**config.mk**
```make
export PLATFORM = sky130hd
export DESIGN_NAME = mmio_ctrl
export DESIGN_NICKNAME = d
export VERILOG_FILES = /design/src/rtl/mmio_ctrl.sv
export SDC_FILE = /design/constraint.sdc
export NUM_CORES = 1
export LEC_CHECK = 0
export ABC_AREA = 1
export CAP_MARGIN = 25
export CORE_MARGIN = 2
export CORE_UTILIZATION = 40
export DETAILED_ROUTE_END_ITERATION = 8
export RECOVER_POWER = 25
export SYNTH_ARGS = -nofsm -noshare
export SYNTH_HDL_FRONTEND = slang
export SYNTH_SLANG_ARGS = --single-unit
```
**constraint.sdc**
```tcl
create_clock -name clk -period 2.85 [get_ports clk]
set_input_delay 0.57 -clock clk [delete_from_list [all_inputs] [get_ports clk]]
set_output_delay 0.57 -clock clk [all_outputs]
set_load 0.1 [all_outputs]
```
**src/rtl/mmio_ctrl.sv**
```systemverilog
// rtl/mmio_ctrl.sv - memory-mapped I/O block for the 0xFFxx window: LEDs, HEX, debounced keys/switches, interval timer, irq
//
// Ports:
//   clk, rst_n          clock, asynchronous active-low reset
//   addr, wdata         byte address and store data from the M stage
//   we, re              store strobe, load strobe (re only drives read side effects)
//   sel, rdata          combinational address hit and read data
//   keys_in, sw_in      raw key pads (active-low) and switches
//   hex_out, ledr_out,
//   ledg_out            output registers
//   irq                 registered interrupt request
module mmio_ctrl #(
    parameter int DBITS    = 16,
    parameter int NKEYS    = 4,
    parameter int NSW      = 10,
    parameter int NLEDR    = 10,
    parameter int NLEDG    = 8,
    parameter int PRESCALE = 50000,
    parameter int DEBOUNCE = 10
) (
    input  logic             clk,
    input  logic             rst_n,
    input  logic [DBITS-1:0] addr,
    input  logic [DBITS-1:0] wdata,
    input  logic             we,
    input  logic             re,
    output logic             sel,
    output logic [DBITS-1:0] rdata,
    input  logic [NKEYS-1:0] keys_in,
    input  logic [NSW-1:0]   sw_in,
    output logic [15:0]      hex_out,
    output logic [NLEDR-1:0] ledr_out,
    output logic [NLEDG-1:0] ledg_out,
    output logic             irq
);

    localparam logic [DBITS-1:0] A_KDATA = DBITS'(16'hFFF0);
    localparam logic [DBITS-1:0] A_SDATA = DBITS'(16'hFFF2);
    localparam logic [DBITS-1:0] A_KCTRL = DBITS'(16'hFFF4);
    localparam logic [DBITS-1:0] A_HEX   = DBITS'(16'hFFF8);
    localparam logic [DBITS-1:0] A_LEDR  = DBITS'(16'hFFFA);
    localparam logic [DBITS-1:0] A_LEDG  = DBITS'(16'hFFFC);
    localparam logic [DBITS-1:0] A_TCNT  = DBITS'(16'hFFE0);
    localparam logic [DBITS-1:0] A_TLIM  = DBITS'(16'hFFE4);
    localparam logic [DBITS-1:0] A_TCTL  = DBITS'(16'hFFE8);

    localparam int PW = $clog2(PRESCALE);
    localparam int CW = $clog2(DEBOUNCE + 1);

    // Control registers are held as {ie, o, r}.
    logic [2:0]       kctl, tctl;
    logic [2:0]       kctl_next, tctl_next;
    logic [DBITS-1:0] tcnt, tlim;
    logic [PW-1:0]    pre;
    logic             tick, tmatch;

    logic [NKEYS-1:0] key_s1, key_s2, key_last, kdata;
    logic [CW-1:0]    key_cnt;
    logic             key_stable, key_upd;
    logic [NSW-1:0]   sw_s1, sw_s2, sw_last, sdata;
    logic [CW-1:0]    sw_cnt;
    logic             sw_stable, sw_upd;

    logic wr_kctl, wr_tctl, wr_tcnt, rd_kdata;

    assign wr_kctl  = we && (addr == A_KCTRL);
    assign wr_tctl  = we && (addr == A_TCTL);
    assign wr_tcnt  = we && (addr == A_TCNT);
    assign rd_kdata = re && (addr == A_KDATA);

    assign tick   = (pre == PW'(PRESCALE - 1));
    // A TCNT store overrides the tick, so it also suppresses the limit match.
    assign tmatch = tick && !wr_tcnt && (tlim != '0) && (tcnt == tlim - DBITS'(1));

    // A vector is stable when the synchronised value matches last cycle's;
    // requiring this for the update keeps a saturated counter from accepting
    // a brand-new value before it has been restarted.
    assign key_stable = (key_s2 == key_last);
    assign key_upd    = key_stable && (key_cnt == CW'(DEBOUNCE)) && (key_s2 != kdata);
    assign sw_stable  = (sw_s2 == sw_last);
    assign sw_upd     = sw_stable && (sw_cnt == CW'(DEBOUNCE)) && (sw_s2 != sdata);

    // Ready/overrun update: set beats write-clear; a read landing on the same
    // edge as a set leaves R at 1 without raising overrun.
    function automatic logic [2:0] ctrl_next(input logic [2:0] cur, input logic set,
                                             input logic rd_clr, input logic wr,
                                             input logic [2:0] wbits);
        logic r, o, ie;
        r  = cur[0];
        o  = cur[1];
        ie = cur[2];
        if (wr) begin
            ie = wbits[2];
            if (!wbits[0]) r = 1'b0;
            if (!wbits[1]) o = 1'b0;
        end
        if (rd_clr) r = 1'b0;
        if (set) begin
            if (cur[0] && !rd_clr) o = 1'b1;
            r = 1'b1;
        end
        return {ie, o, r};
    endfunction

    assign kctl_next = ctrl_next(kctl, key_upd, rd_kdata, wr_kctl, {wdata[4], wdata[1:0]});
    assign tctl_next = ctrl_next(tctl, tmatch, 1'b0, wr_tctl, {wdata[4], wdata[1:0]});

    always_comb begin
        sel   = 1'b1;
        rdata = '0;
        case (addr)
            A_KDATA: rdata = DBITS'(kdata);
            A_SDATA: rdata = DBITS'(sdata);
            A_KCTRL: rdata = DBITS'({kctl[2], 2'b00, kctl[1], kctl[0]});
            A_HEX:   rdata = DBITS'(hex_out);
            A_LEDR:  rdata = DBITS'(ledr_out);
            A_LEDG:  rdata = DBITS'(ledg_out);
            A_TCNT:  rdata = tcnt;
            A_TLIM:  rdata = tlim;
            A_TCTL:  rdata = DBITS'({tctl[2], 2'b00, tctl[1], tctl[0]});
            default: begin
                sel   = 1'b0;
                rdata = DBITS'(16'hDEAD);
            end
        endcase
    end

    always_ff @(posedge clk or negedge rst_n) begin
        if (!rst_n) begin
            key_s1   <= '1;
            key_s2   <= '1;
            key_last <= '1;
            kdata    <= '1;
            key_cnt  <= '0;
            sw_s1    <= '0;
            sw_s2    <= '0;
            sw_last  <= '0;
            sdata    <= '0;
            sw_cnt   <= '0;
        end else begin
            key_s1   <= keys_in;
            key_s2   <= key_s1;
            key_last <= key_s2;
            if (!key_stable)
                key_cnt <= '0;
            else if (tick && key_cnt != CW'(DEBOUNCE))
                key_cnt <= key_cnt + CW'(1);
            if (key_upd)
                kdata <= key_s2;

            sw_s1   <= sw_in;
            sw_s2   <= sw_s1;
            sw_last <= sw_s2;
            if (!sw_stable)
                sw_cnt <= '0;
            else if (tick && sw_cnt != CW'(DEBOUNCE))
                sw_cnt <= sw_cnt + CW'(1);
            if (sw_upd)
                sdata <= sw_s2;
        end
    end

    always_ff @(posedge clk or negedge rst_n) begin
        if (!rst_n) begin
            hex_out  <= '0;
            ledr_out <= '0;
            ledg_out <= '0;
            tcnt     <= '0;
            tlim     <= '0;
            pre      <= '0;
            kctl     <= '0;
            tctl     <= '0;
            irq      <= 1'b0;
        end else begin
            if (we && addr == A_HEX)  hex_out  <= wdata[15:0];
            if (we && addr == A_LEDR) ledr_out <= wdata[NLEDR-1:0];
            if (we && addr == A_LEDG) ledg_out <= wdata[NLEDG-1:0];
            if (we && addr == A_TLIM) tlim     <= wdata;

            if (wr_tcnt) begin
                tcnt <= wdata;
                pre  <= '0;
            end else begin
                pre <= tick ? '0 : pre + PW'(1);
                if (tmatch)
                    tcnt <= '0;
                else if (tick)
                    tcnt <= tcnt + DBITS'(1);
            end

            kctl <= kctl_next;
            tctl <= tctl_next;
            irq  <= (kctl[0] & kctl[2]) | (tctl[0] & tctl[2]);
        end
    end

endmodule
```
; Word-level counts from Yosys, hierarchy flattened
; Cells that the tools add are included.
[word_totals]
latchBits = 0
out_inout_bits = 52
mem_bits_rw = 0
input_bits = 50
wordCells = 106
reg_bits = 153
mem_count = 0
mem_bits_ro = 0
[op_classes]
reduce_logical = 27
bitwise_logic = 3
n_div = 0
mux = 25
n_eq_ne = 23
n_shift = 0
n_addsub = 5
n_mul = 0
n_lt_le_gt_ge = 0
[op_table]
columns = op, n
row1 = 16-bit == test (second input constant), 10
row2 = 16-bit case mux with 9 select lines, 1
row3 = 16-bit two-way mux, 5
row4 = 16-bit by 1-bit adder with 16-bit output (second input constant), 2
row5 = 1-bit logical AND, 18
row6 = 16-bit == test, 1
row7 = 4-bit two-way mux, 4
row8 = 16-bit nonzero test, 1
row9 = 16-bit by 1-bit subtractor with 16-bit output (second input constant), 1
row10 = 1-bit two-way mux, 15
row11 = 10-bit == test, 1
row12 = 10-bit != test, 1
row13 = 9-bit OR reduction, 1
row14 = 4-bit by 1-bit adder with 4-bit output (second input constant), 2
row15 = 4-bit == test (second input constant), 2
row16 = 4-bit != test (second input constant), 2
row17 = 2-bit by 1-bit != test with 1-bit output (second input constant), 3
row18 = 3-bit nonzero test, 2
row19 = 4-bit == test, 1
row20 = 4-bit != test, 1
row21 = 2-bit AND reduction, 2
row22 = 3-bit by 1-bit != test with 1-bit output (second input constant), 1
row23 = 1-bit bitwise AND, 2
row24 = 1-bit logical NOT, 2
row25 = 2 further kinds, 2

; Depth between registers and ports, before layout
; Gate-level depths: netlist of the first run.
[logic_depth]
word_depth = 8
mapped_depth = 16
ltp_nobuf = 14

; Least setup slack after synthesis of the first run
; No wires, ideal clock.
[synth_timing]
kind = input-to-output
from = input addr[7]
to = output rdata[14]
required_time_ns = 2.280
path_buffers = 2
t_arrival_ns = 3.049
cell_stages = 10
setup_slack_ns = -0.769
path_cell_list = nand2_1 > inv_1 > nand3_1 > nor2_4 > and3_1 > buf_2 > nor3_1 > nand4_1 > buf_2 > o2111ai_1
[synth_via]
elab_chain_len = 2
word_cells_on_any_way = 10
classes_between = eq/ne (9) / mux (1)
[synth_lines]
columns = item, line
row1 = start: declaration, 23  ; input logic [DBITS-1:0] addr,
row2 = 16-bit == test, 111  ; case (addr)
row3 = 16-bit case mux with 9 select lines (*), 111
row4 = end: declaration, 28  ; output logic [DBITS-1:0] rdata,
; Every way passes the cells marked *; elsewhere a longest branch is shown, timed or not.

; Final worst setup path of the first run
[layout_timing]
from = input addr[13]
to = output rdata[5]
; The elaborated chain is that of the path after synthesis.

==> results of run 1 <==
## metrics by stage
stage	cells	power, W	setup slack, ns
6_report	1361	0.00480	0.0611
5_1_grt	1361	0.00497	-0.0396
4_1_cts	1361	0.00487	0.00301
3_5_place_dp	1325	0.00255	-0.300
3_3_place_gp	1325	0.00254	-0.273
2_1_floorplan	943	0.00238	-0.491
## worst max path at each step
stage               startpoint   endpoint  cells after the start
detailed placement    addr[13]  rdata[15]                     12
finish                addr[13]   rdata[5]                     12
floorplan             addr[13]   rdata[4]                      6
global route           addr[9]   rdata[3]                     10
global placement      addr[13]  rdata[10]                     12
CTS                    addr[1]   rdata[5]                     10
## sequential cells by signal, summed over array words and instances (netlist names), 8 cells and up
register  cells
tcnt         16
ledg_out      8
sw_last      10
tlim         16
sw_s1        10
sw_s2        10
ledr_out     10
sdata        10
hex_out      16
pre          16
## layer usage
metal	vias to the layer above	part of all wire
met1	3316	0.45
met2	170	0.49
met5	-	0
met4	0	0.021
met3	34	0.037
li1	3366	-
## cells in the mapped netlist, types with 5 or more instances
cell type | n | area share
xnor2_1 | 16 | 0.018
o21ai_1 | 7 | 0.0045
a221oi_1 | 10 | 0.011
o22ai_1 | 6 | 0.0048
nand2_1 | 246 | 0.12
clkbuf_1 | 11 | 0.0053
a21oi_1 | 18 | 0.011
buf_2 | 9 | 0.0057
nor2_2 | 9 | 0.0072
xor2_1 | 24 | 0.027
o211ai_1 | 9 | 0.0086
o21ai_0 | 82 | 0.052
nor2_4 | 6 | 0.0086
ha_1 | 8 | 0.013
nor4_1 | 5 | 0.0040
nand4_1 | 16 | 0.013
nor3_1 | 13 | 0.0083
dfstp_2 | 16 | 0.054
inv_2 | 9 | 0.0043
nor2_1 | 74 | 0.035
dfrtp_1 | 137 | 0.44
nand3_1 | 54 | 0.034
inv_1 | 99 | 0.047
## kinds of logic after synthesis
| family | after synthesis |
|---|---|
| AO/OA/AOI/OAI | 155 |
| XOR/XNOR | 40 |
| adder cells (fa/ha/maj) | 8 |
| buffers and inverters | 133 |
| flip-flops | 153 |
| multiplexers | 4 |
| AND/OR/NAND/NOR | 450 |
## power by group through the flow
stage | Clock, W | Combinational, W | Sequential, W
5_1_grt | 0.00245 | 0.000247 | 0.00227
6_report | 0.00232 | 0.000220 | 0.00227
4_1_cts | 0.00237 | 0.000232 | 0.00227
2_1_floorplan | 0 | 0.0000833 | 0.00230
3_5_place_dp | 0 | 0.000236 | 0.00231
3_3_place_gp | 0 | 0.000234 | 0.00231
## critical path, delay by kind of cell
kind / cells / cell delay, ns
buffers and inverters: 3 / 0.63
and+or+nand+nor: 9 / 1.02
## timing repair
item	CTS	global route
setup buffers	4	1
pin swaps	22	9
gates resized for setup	37	10
setup endpoints to repair	17	12
## layout make-up
| cell class | count | area, um2 | area share |
|---|---|---|---|
| sequential | 153 | 3850 | 0.375 |
| multi-input combinational | 657 | 3590 | 0.350 |
| timing repair buffer | 143 | 1440 | 0.141 |
| clock buffer | 17 | 425 | 0.0415 |
| inverter | 111 | 423 | 0.0412 |
| tap | 265 | 332 | 0.0323 |
| clock inverter | 15 | 195 | 0.0190 |
==> metrics.txt, run 1 <==
status=complete, but fails checks; failing checks=max-capacitance violations, max-slew violations; Worst Path Arrival=2.22 ns; post-route cell area=0.0103 mm2; Hold WC Path Type=flip-flop to flip-flop; most frequent cells in the layout=241 x nand2_1, 137 x dfrtp_1, 98 x inv_1; Yosys Warn Count=0; reg2reg path depth=13; layout cells sized above 1=0.196; Clock Path Buffers=2; placer's final routability congestion estimate=0.872; first-pass GRT wire length=35.6 mm; busiest grt layer=met2; Core ar.=0.0193 mm2; Setup crit end kind=output pin; Mapped Nets=1001; drt pass-1 iters=5; worst r2r src=tlim[0]; vias in the first global route=6731; # nets final=1141; final setup vio count=0; synthesized area=0.00784 mm2; Period minus WS final=2.79 ns; highest clock rate=around 0.36 GHz; GR Util met2=0.375; FF-to-FF End=tcnt[10]; P_int=around 0.0035 W; Seq cells post-synth=153; Routed WL=22.2 mm; Cell Pwr Density=468 mW/mm2; mux cell area share after synthesis=0.00575; DRC Markers=0; GRT Util Overall=0.225; Fillers=between 1500 and 2000; slowest stage delay, CP=0.24 ns; clock sinks=about 150; die extent in x=about 140 um; min-delay src=sw_s1[7]; Post-Synth Simple-Gate Area=0.259; Fin. Hold Viols=0; CTS tree=done; Area growth, synth to finish=30.9%; RSZ-0062 raised after global routing=yes; hold path cells=0; Post-Syn Area per Cell=between 8 and 9 um2; relative slew slack=-0.576; Seq/Total Area, Yosys=0.491; wire per inst=16.3 um; Slew Limit Fails=43; total CTS buffers=17; Synth Area in Adders=0.0128; largest family of logic cells by synthesized area=simple AND/OR/NAND/NOR gates; final antenna-violating net count=0; Die Ht=between 100 and 150 um; Rows=51; Crit Path Max Fanout=5; sequential power share=0.472; PortBufs=a little over 100; Root Buffer Master=clkbuf_16; largest net degree at the start of global routing=57; Crit-path slowest cell=dlygate4sd2_1; # IOs=102; Clk pwr share=0.482; routed vias=6886; crit share post-route=0.979; worst-margin pin slew=2.36 ns; EDFF count, synth=0; worst-skew pair later-pin latency=approximately 0.43 ns; Worst-path clk slew=approximately 0.07 ns; Critical Path RT=2.28 ns; initial antenna violation count=0; combinational power share=0.046; n_diodes=0; hold_ws=about 0.35 ns; utilization after layout=0.530; Fin Setup TNS=0 ns; Area after DPL=0.00953 mm2; cells after synthesis=943; CTS H-tree depth=4; Clock Skew=0.00944 ns; Starting Density=0.405; Top FF cell, synth=dfrtp_1; drt first-iter violations=527; Hold EP=sw_s2[7]; die area=0.0207 mm2; met3 global-route usage=0.0370; Leakage=4.74 nW; startpoint types=input port; Synth cell types=54; flop-to-flop setup slack=around 0.5 ns; asr flop ratio synth=1.00; net switching fraction of the power=0.267; worst path cell trace=dlygate4sd2_1 -> nand2_4 -> nor2_2 -> nand2_2 -> nor2_2 -> nand3_1 -> nand2_1 -> nor3_2 -> nand4_1 -> buf_6 -> nand4_1 -> buf_12; VDD IR max=0.416 mV; MaxCap Viol Count=1; Synth Area in Compound Gates=0.119; CTS Hold Buffers Added=0; switching power=0.00128 W; hpwl dp=about 17 mm; Synth Area in XOR/XNOR=0.0447; Via density=just over 5; most common cell after layout, fill and taps aside=nand2_1; M1 GR Usage=0.300; gr ovfl total=0; critical path class=input port to output pin
Power figures use the tool's default switching activity.
==> inputs of run 2 (changes only) <==
--- a/config.mk
+++ b/config.mk
@@ -8,8 +8,9 @@
 export ABC_AREA = 1
 export CAP_MARGIN = 25
 export CORE_MARGIN = 2
-export CORE_UTILIZATION = 40
+export CORE_UTILIZATION = 56
 export DETAILED_ROUTE_END_ITERATION = 8
+export PLACE_DENSITY = 0.81
 export RECOVER_POWER = 25
 export SYNTH_ARGS = -nofsm -noshare
 export SYNTH_HDL_FRONTEND = slang
==> metrics.txt, run 2 (synthesis gave the netlist of run 1 again) <==
Setup crit end kind=output pin; crit share post-route=0.978; status=complete, but fails checks; # nets final=~1100; Clk pwr share=0.460; combinational power share=0.048; worst-margin pin slew=1.93 ns; Core ar.=0.0138 mm2; total CTS buffers=17; drt first-iter violations=643; clock sinks=153; DRC Markers=0; failing checks=max-capacitance violations, max-slew violations; Fin. Hold Viols=0; CTS Hold Buffers Added=0; Leakage=4.73 nW; largest net degree at the start of global routing=75; critical path class=input port to output pin; CTS H-tree depth=4; drt pass-1 iters=6; Period minus WS final=around 2.8 ns; worst-skew pair later-pin latency=0.44 ns; hpwl dp=between 15 and 20 mm; switching power=0.00114 W; CTS tree=done; Clock Skew=0.0163 ns; most frequent cells in the layout=240 x nand2_1, 137 x dfrtp_1, 96 x inv_1; Die Ht=122 um; # IOs=~100; RSZ-0062 raised after global routing=yes; Worst-path clk slew=0.06 ns; vias in the first global route=6934; Crit-path slowest cell=a211oi_1; routed vias=a little over 7000; placer's final routability congestion estimate=~0.93; Worst Path Arrival=2.22 ns; GRT Util Overall=0.311; first-pass GRT wire length=35.3 mm; relative slew slack=-0.289; Crit Path Max Fanout=7; sequential power share=0.492; Hold WC Path Type=flip-flop to flip-flop; layout cells sized above 1=0.200; most common cell after layout, fill and taps aside=nand2_1; gr ovfl total=0; Critical Path RT=between 2 and 2.5 ns; slowest stage delay, CP=0.29 ns; Root Buffer Master=clkbuf_16; startpoint types=input port; Cell Pwr Density=~460 mW/mm2; die extent in x=around 120 um; Clock Path Buffers=2; final setup vio count=0; Fin Setup TNS=0 ns; VDD IR max=0.397 mV; net switching fraction of the power=0.246; n_diodes=0; post-route cell area=0.0101 mm2; Area after DPL=~0.0094 mm2; Rows=43; hold_ws=0.349 ns; Area growth, synth to finish=28.7%; PortBufs=101; wire per inst=about 17 um; MaxCap Viol Count=1; Via density=5.61; initial antenna violation count=0; P_int=0.00348 W; highest clock rate=between 0.3 and 0.4 GHz; die area=0.0150 mm2; worst path cell trace=dlygate4sd2_1 -> nand2_1 -> nor2_2 -> nand2_2 -> nor2_4 -> and3_4 -> buf_4 -> a211oi_1 -> nand4_1 -> buf_12; Routed WL=22.0 mm; final antenna-violating net count=0; Starting Density=0.569; Slew Limit Fails=73
## run 2: worst max-delay path, delay by kind of cell
kind	cells	cell delay, ns
buffers and inverters	3	0.64
AOI/OAI and AO/OA	1	0.29
and+or+nand+nor	6	0.71
## run 2: stage by stage
step	total power, W	cells	setup WS [ns]	utilization
2_1_floorplan	0.00238	943	-0.491	-
5_1_grt	0.00477	1275	-0.0210	0.732
3_3_place_gp	0.00253	1240	-0.237	0.686
4_1_cts	0.00463	1274	0.0392	0.729
6_report	0.00461	1275	0.0621	0.732
3_5_place_dp	0.00254	1240	-0.278	0.686
## run 2: cell type report
type,count,area (um2)
Sequential cell,153,3850
Fill cell,1047,3690
Multi-Input combinational cell,657,3580
Timing Repair Buffer,142,1450
Clock buffer,18,439
Inverter,111,420
Tap cell,180,225
Clock inverter,14,118
## run 2: worst paths after layout
check	from	to	slack [ns]	cells past startpoint
max reg2reg	tlim[0]	tcnt[7]	0.53	13
min	sw_s1[8]	sw_s2[8]	0.35	0
max in group asynchronous	rst_n	key_cnt[0]	1.05	1
min in group asynchronous	rst_n	tcnt[14]	0.68	1
max	addr[10]	rdata[5]	0.06	10
min reg2reg	sw_s1[8]	sw_s2[8]	0.35	0
## run 2: repair_timing
| action | in CTS | in global routing |
|---|---|---|
| pin swaps | 17 | 14 |
| cloned | 0 | 0 |
| buffers inserted | 2 | 1 |
| setup endpoints to repair | 17 | 10 |
| gates resized for setup | 32 | 17 |
| endpoints found under the hold margin | 0 | 0 |
## run 2: per-layer routing
metal,global-route usage,up-vias,part of all wire,wire (um)
met5,0,-,0,0
met2,0.506,297,0.48,10600
met4,0.149,0,0.039,851
met3,0.0590,68,0.064,1410
met1,0.403,3405,0.42,9160
li1,-,3383,-,-
## run 2: power groups by stage
stage               registers, W  clock network [W]  logic (W)
finish                   0.00227            0.00212   0.000221
global route             0.00227            0.00225   0.000249
CTS                      0.00227            0.00214   0.000227
detailed placement       0.00231                  0   0.000231
global placement         0.00231                  0   0.000226
floorplan                0.00230                  0  0.0000833
==> inputs of run 3 (changes only) <==
--- a/config.mk
+++ b/config.mk
@@ -6,11 +6,14 @@
 export NUM_CORES = 1
 export LEC_CHECK = 0
 export ABC_AREA = 1
+export ABC_CLOCK_PERIOD_IN_PS = 2850
 export CAP_MARGIN = 25
+export CELL_PAD_IN_SITES_DETAIL_PLACEMENT = 1
+export CELL_PAD_IN_SITES_GLOBAL_PLACEMENT = 1
 export CORE_MARGIN = 2
-export CORE_UTILIZATION = 56
+export CORE_UTILIZATION = 42
 export DETAILED_ROUTE_END_ITERATION = 8
-export PLACE_DENSITY = 0.81
+export PLACE_DENSITY_LB_ADDON = 0.1
 export RECOVER_POWER = 25
 export SYNTH_ARGS = -nofsm -noshare
 export SYNTH_HDL_FRONTEND = slang
==> metrics.txt, run 3 (synthesis gave the netlist of run 1 again) <==
Area growth, synth to finish=31.6%; relative slew slack=-0.312; Fin. Hold Viols=0; Clock Path Buffers=2; Slew Limit Fails=77; failing checks=max-capacitance violations, max-slew violations; MaxCap Viol Count=1; highest clock rate=0.360 GHz; most common cell after layout, fill and taps aside=nand2_1; Hold WC Path Type=flip-flop to flip-flop; Critical Path RT=~2.3 ns; Worst Path Arrival=2.20 ns; final setup vio count=0; Rows=49; Tot Pwr=around 0.0047 W; # IOs=102; CTS H-tree depth=4; Period minus WS final=2.77 ns; Setup crit end kind=output pin; Root Buffer Master=clkbuf_16; final antenna-violating net count=0; Routed WL=26.2 mm; drt first-iter violations=381; largest net degree at the start of global routing=79; CTS Hold Buffers Added=0; hold path cells=0; VDD IR max=between 0.4 and 0.5 mV; placed cell count=1301; Leakage=4.81 nW; die area=0.0198 mm2; Core ar.=0.0181 mm2; crit share post-route=0.974; drt pass-1 iters=4; initial antenna violation count=0; reg2reg path depth=13; worst-margin pin slew=1.97 ns; wire per inst=approximately 20 um; worst-skew pair later-pin latency=between 0.4 and 0.5 ns; Die Ht=around 140 um; GRT Util Overall=0.274; Crit Path Max Fanout=5; layout cells sized above 1=0.222; first-pass GRT wire length=around 42 mm; DRC Markers=0; Clock Skew=0.00999 ns; final std cells w/o fill=1338; critical path class=input port to output pin; Via density=5.42; vias in the first global route=7621; Worst-path clk slew=0.07 ns; most frequent cells in the layout=236 x nand2_1, 137 x dfrtp_1, 96 x inv_1; routed vias=7250; Cell Pwr Density=roughly 450 mW/mm2; PortBufs=101; n_diodes=0; clock sinks=153; gr ovfl total=0; CTS tree=done; hpwl dp=19.2 mm; # nets final=between 1000 and 1500; total CTS buffers=17; die extent in x=141 um; status=complete, but fails checks; placer's final routability congestion estimate=0.880; Fillers=about 2200; Starting Density=0.432; startpoint types=input port
run 3: area by class of cell:
| class | instances | area, um2 | share of cell area |
|---|---|---|---|
| inverter | 111 | 429 | 0.0416 |
| clock buffer | 19 | 443 | 0.0430 |
| tap | 229 | 287 | 0.0278 |
| multi-input combinational | 657 | 3650 | 0.354 |
| clock inverter | 13 | 109 | 0.0106 |
| sequential | 153 | 3850 | 0.373 |
| timing repair buffer | 156 | 1550 | 0.150 |
run 3: per-stage QoR:
stage	setup slack (ns)	hold WS (ns)	TNS, ns	area (um2)	utilization
6_report	0.0750	0.349	0	10300	0.568
5_1_grt	-0.0387	0.356	-0.101	10300	0.568
4_1_cts	0.0148	0.194	0	10300	0.565
3_5_place_dp	-0.325	0.337	-4.34	9610	0.530
3_3_place_gp	-0.310	0.334	-3.71	9610	0.530
2_1_floorplan	-0.491	0.274	-2.94	7910	-
run 3: path summary, 6_finish.rpt:
| path | slack, ns | endpoint | startpoint |
|---|---|---|---|
| min in group asynchronous | 0.68 | ledr_out[0] | rst_n |
| max in group asynchronous | 1.00 | pre[13] | rst_n |
| hold reg to reg | 0.35 | sw_s2[4] | sw_s1[4] |
| setup / recovery | 0.08 | rdata[5] | addr[4] |
| setup reg to reg | 0.42 | tcnt[5] | tlim[0] |
| hold / removal | 0.35 | sw_s2[4] | sw_s1[4] |
run 3: critical path, stage by stage:
cell	delay [ns]
dlygate4sd2_1	0.27
nand3b_1	0.22
nor2_4	0.16
nand3_1	0.13
nand2_2	0.10
nor3_2	0.04
nand4_1	0.12
buf_6	0.17
nand4_1	0.18
buf_12	0.24
run 3: metal layers:
| metal | up-vias | part of all wire | track usage |
|---|---|---|---|
| met5 | - | 0 | 0 |
| met4 | 0 | 0.026 | 0.107 |
| met3 | 46 | 0.036 | 0.0357 |
| met2 | 172 | 0.50 | 0.472 |
| met1 | 3644 | 0.44 | 0.354 |
| li1 | 3388 | - | - |
run 3: repair_timing:
item | CTS | global route
gates cloned | 0 | 0
setup endpoints to repair | 17 | 13
pin swaps | 21 | 20
buffers inserted | 2 | 3
resized for setup | 47 | 38
run 3: power breakdown:
part | leakage (nW) | internal (W) | switching, W | total [W]
Combinational | 2.55 | 0.0000962 | 0.000142 | 0.000238
Clock | 0.276 | 0.00117 | 0.00101 | 0.00217
Sequential | 1.99 | 0.00223 | 0.0000443 | 0.00227
==> RTL edit 1 (flow settings as in run 2) <==
`DBITS`: 16 -> 20.
--- a/src/rtl/mmio_ctrl.sv
+++ b/src/rtl/mmio_ctrl.sv
@@ -10,7 +10,7 @@
 //   ledg_out            output registers
 //   irq                 registered interrupt request
 module mmio_ctrl #(
-    parameter int DBITS    = 16,
+    parameter int DBITS    = 20,
     parameter int NKEYS    = 4,
     parameter int NSW      = 10,
     parameter int NLEDR    = 10,
Interface: changed (resized addr, rdata and wdata); port bits go from 102 to 114. No check against the original RTL was run, so the function may have changed too.
==> RTL edit 1 against run 2 <==
The run still ends with capacitance limit, slew limit left; non-clock buffer count is 34 higher; final area grew 11%; total power rose by 4.5%; worst setup slack worse by 0.050 ns; wire length grew 7.6%; first-iteration DRC count is 28% higher; sequential power is 4% higher; synthesized area up 7.7%; sequential cell count grew 8; global-route usage down 1.1 points; largest cell class unchanged.
==> RTL edit 1: results (changes against run 2) <==
[synthesis]
synth_compound_area_frac = 0.126  ; +0.00638
yosys-top-cells-count = 245 x nand2_1, 145 x dfrtp_1, 129 x inv_1
synth_cell_type_count = 47  ; -13%
yosysSeqAreaShare = 0.480  ; -0.0116
synthAdderAreaFrac = 0.0119  ; -0.000918
synth-xor-area-share = 0.0571  ; +0.0123
synth_mux_area_frac = 0.00534  ; -0.000413
syn_nets = 1097  ; +9.6%
synthCells = 1031  ; +9.3%
synth_area_leaders = dfrtp_1 43%, nand2_1 11%, inv_1 5.7%

[place]
place_area_um2 = 10400  ; +9.8%
portBuffers = 113  ; +12%
dp_hpwl_um = 16700  ; +4.7%
gp_congestion = 0.943  ; +1.1%

[outcome]
outcome = finished, violations left
failed_checks = capacitance limit, slew limit

[grt]
grt_max_degree = 63  ; -16%
grt_pass1_vias = 7619  ; +9.9%
use_met2 = 0.485  ; -0.0203
grtUsageMet3 = 0.0607  ; +0.00172
met1_usage = 0.400  ; -0.00273
grt_util_all_layers = 0.300  ; -0.0112

[worst_setup_path]
path_max_fanout = 5  ; -2
reg2reg_depth = 11  ; -2
crit_arrival_ns = 2.27  ; +0.05 ns
r2r_end = tcnt[2]$_DFFE_PN0P_
critPathCapture = rdata[3]
startpoint = addr[4]
rrSetupSlack_ns = 0.44  ; -0.09 ns

[detailed_routing]
met1Wirelength_um = 9920  ; +8.3%
met2_length_um = 11400  ; +7.7%
viasPerCell = 5.63  ; +0.42%
drt_iter0_drc = 820  ; +28%
routedWlPerCell_um = 17.0  ; -1.6%
wl_met3_um = 1680  ; +19%

[timing]
finalClockSkew_ns = 0.0148  ; -0.00151 ns
tightest_slew_ns = 1.68  ; -0.257 ns
drv_slew = 61  ; -16%
hold_ws_ns = 0.349  ; +0.000660 ns
finalCriticalPeriod_ns = 2.84  ; +0.0498 ns

[layout]
nets = 1264  ; +11%
drive_above_1_share = 0.221  ; +0.0213
final_cells = 1395  ; +9.4%

[hold_path]
hp-start = sw_s1[5]$_DFF_PN0_
hold_end = sw_s2[5]$_DFF_PN0_

[flow_run]
max_cap_violations = 1  ; unchanged

[clock_network]
cts_setup_buffers = 7  ; +5
ctsResizeCount = 87  ; +170%

[power_and_ir_drop]
ir_drop_uv = 460  ; +16%

[RTL edit 1: changes by cell type after synthesis, sizes merged, moves of 11 or more]
cell,change
inv,+24
o22ai,+19
o21bai,+16
nor2,+17
clkbuf,+11
[RTL edit 1: worst max-delay path, cell delays in order]
cell and delay, ns:
clkdlybuf4s15_1 0.18, inv_1 0.05, nand4_1 0.22, nor2_4 0.26, nand2_2 0.11, nand2_1 0.10, nor2_1 0.07, nand3_4 0.11
buf_12 0.14, nand4_1 0.21, buf_12 0.24
[RTL edit 1: final cells by class]
type / count / area, um^2
Sequential cell: 161 / 4050
Timing Repair Buffer: 176 / 1770
Clock inverter: 15 / 163
Fill cell: 982 / 3470
Multi-Input combinational cell: 709 / 4030
Clock buffer: 17 / 425
Inverter: 133 / 504
Tap cell: 184 / 230
[RTL edit 1: power by group]
group          switching [mW]  internal [mW]  leakage, nW
clock network            1.08           1.18        0.285
logic                   0.123          0.100         3.01
registers              0.0225           2.32         2.09
==> RTL edit 2 (settings of run 2) <==
Made on the original files. The output `irq` loses its register stage (`irq` becomes a continuous assignment). Comments in the files are not updated.
--- a/src/rtl/mmio_ctrl.sv
+++ b/src/rtl/mmio_ctrl.sv
@@ -170,7 +170,6 @@
             pre      <= '0;
             kctl     <= '0;
             tctl     <= '0;
-            irq      <= 1'b0;
         end else begin
             if (we && addr == A_HEX)  hex_out  <= wdata[15:0];
             if (we && addr == A_LEDR) ledr_out <= wdata[NLEDR-1:0];
@@ -190,8 +189,9 @@
 
             kctl <= kctl_next;
             tctl <= tctl_next;
-            irq  <= (kctl[0] & kctl[2]) | (tctl[0] & tctl[2]);
         end
     end
 
+    assign irq = (kctl[0] & kctl[2]) | (tctl[0] & tctl[2]);
+
 endmodule
Formal check against the unedited RTL: no difference found for any inputs over 10 cycles, from zero or initial values and one cycle with rst_n low; that may be too few to reach the edited logic, so the function may still have changed.
==> RTL edit 2 against run 2 <==
Worst setup slack lost 0.038 ns; clock power grew 9.9%; wire length up 2.9%; synthesized area fell by 0.32%; synthesized cell count down 0.11%; final area rose by 1.3%; largest power group is now clock; die area shrank 0.31%; largest cell class unchanged; sequential cell count decreased by 1; total power rose by 4.2%; critical endpoint is now rdata[0]; combinational power is 2% higher.
==> RTL edit 2: results (changes against run 2) <==
[outcome]
outcome = finished, final reports clean

[grt]
grt_max_degree = 57  ; -24%
grtUsageMet3 = 0.0716  ; +0.0126
grt_pass1_wl_um = 35400  ; +0.29%
grt_pass1_vias = 7139  ; +3.0%
antenna_found_initial = 0  ; unchanged
grt_util_all_layers = 0.311  ; +0.000345
use_met2 = 0.516  ; +0.0102
met1_usage = 0.391  ; -0.0118

[synthesis]
synthArstFlopShare = 1.00  ; unchanged
syn_nets = 1000  ; -0.10%
synthCells = 942  ; -0.11%
yosysSeqAreaShare = 0.490  ; -0.00163
yosys-top-cells-count = 246 x nand2_1, 136 x dfrtp_1, 99 x inv_1
synth-edff-count = 0  ; unchanged
synth_area_leaders = dfrtp_1 44%, nand2_1 12%, dfstp_2 5.4%

[layout]
final_cells = 1282  ; +0.55%
layout.nonclk_buf_frac = 0.141  ; -0.00257
drive_above_1_share = 0.225  ; +0.0250
seq_share = 0.374  ; -0.00731
num-fill-cells = 977  ; -6.7%
clk_share = 0.0597  ; +0.00444
n_all_buffers = 149  ; +4.9%
nets = 1147  ; +0.61%
multi_input_area_share = 0.361  ; +0.00565
multi_input_cells = 658  ; +0.15%

[clock_network]
clk-insertion-delay-late_ns = 0.43
cts-root-buf = clkbuf_16
cts_sinks = 152  ; -0.65%

[hold_path]
min_path_type = flip-flop to flip-flop

[power_and_ir_drop]
p_leak_nw = 4.79  ; +1.2%
ir_drop_uv = 423  ; +6.6%
p_comb_uw = 225  ; +2%
p_switching_mw = 1.17  ; +3.1%
power_density_nw_per_um2 = 471  ; +2.9%
pg_seq_mw = 2.26

[timing]
slew_headroom = 0.0517  ; +0.340
finalClockSkew_ns = 0.00701  ; -0.00932 ns

[worst_setup_path]
path_max_fanout = 3  ; -4
crit_path_top_delay_cell = o21ai_1
crit_arrival_ns = 2.26  ; +0.04 ns
critical-path-max-stage-delay_ns = 0.29  ; about the same

[place]
dp_hpwl_um = 15800  ; -1.2%
gp_congestion = 0.936  ; +0.29%
dp_cells = 1240  ; unchanged
dp_worst_setup_slack_ns = -0.373  ; -0.0946 ns
place_area_um2 = 9410  ; -0.45%

[detailed_routing]
vias = 7323  ; +2.4%
met1Wirelength_um = 8830  ; -3.7%
met2_length_um = 11400  ; +7.7%
wl_met3_um = 1810  ; +28%
drt_iter0_drc = 714  ; +11%
dr.pass1.iters = 5  ; -1
routedWlPerCell_um = 17.7  ; +2.3%

-- RTL edit 2: cell types whose count changed after synthesis --
| cell | delta |
|---|---|
| dfrtp_1 | -1 |
-- RTL edit 2: per-stage QoR --
stage | util | hold WS, ns | power (mW)
2_1_floorplan | - | 0.274 | 2.37
3_3_place_gp | 0.683 | 0.332 | 2.52
4_1_cts | 0.737 | 0.111 | 4.83
6_report | 0.741 | 0.347 | 4.81
3_5_place_dp | 0.683 | 0.335 | 2.53
5_1_grt | 0.741 | 0.355 | 4.96
-- RTL edit 2: path summary, 6_finish.rpt --
path                                      from              endpoint  slack, ns  cells past startpoint
max in group asynchronous                rst_n  kdata[1]$_DFFE_PN1P_       1.28                      2
max reg2reg                tlim[0]$_DFFE_PN0P_  tcnt[15]$_DFFE_PN0P_       0.48                     13
min in group asynchronous                rst_n    sw_s2[9]$_DFF_PN0_       0.48                      1
min                         sw_s1[8]$_DFF_PN0_    sw_s2[8]$_DFF_PN0_       0.35                      0
min reg2reg                 sw_s1[8]$_DFF_PN0_    sw_s2[8]$_DFF_PN0_       0.35                      0
max                                    addr[4]              rdata[0]       0.02                      9
-- RTL edit 2: cell families (layout without fill, tap and decap cells) --
group	count (synthesis)	count (layout)	synth area share
fa+ha+maj	8	8	0.0128
xor+xnor	40	40	0.0449
compound gates	155	155	0.120
simple gates	450	451	0.260
flops	152	152	0.490
buf+inv	133	292	0.0674
mux	4	4	0.00577
-- RTL edit 2: timing repair --
| action | CTS | global route |
|---|---|---|
| cloned | 0 | 1 |
| gates resized for setup | 42 | 46 |
| endpoints found under the setup margin | 17 | 34 |
| pin swaps | 19 | 23 |
| setup buffers | 7 | 2 |
| endpoints found under the hold margin | 0 | 0 |
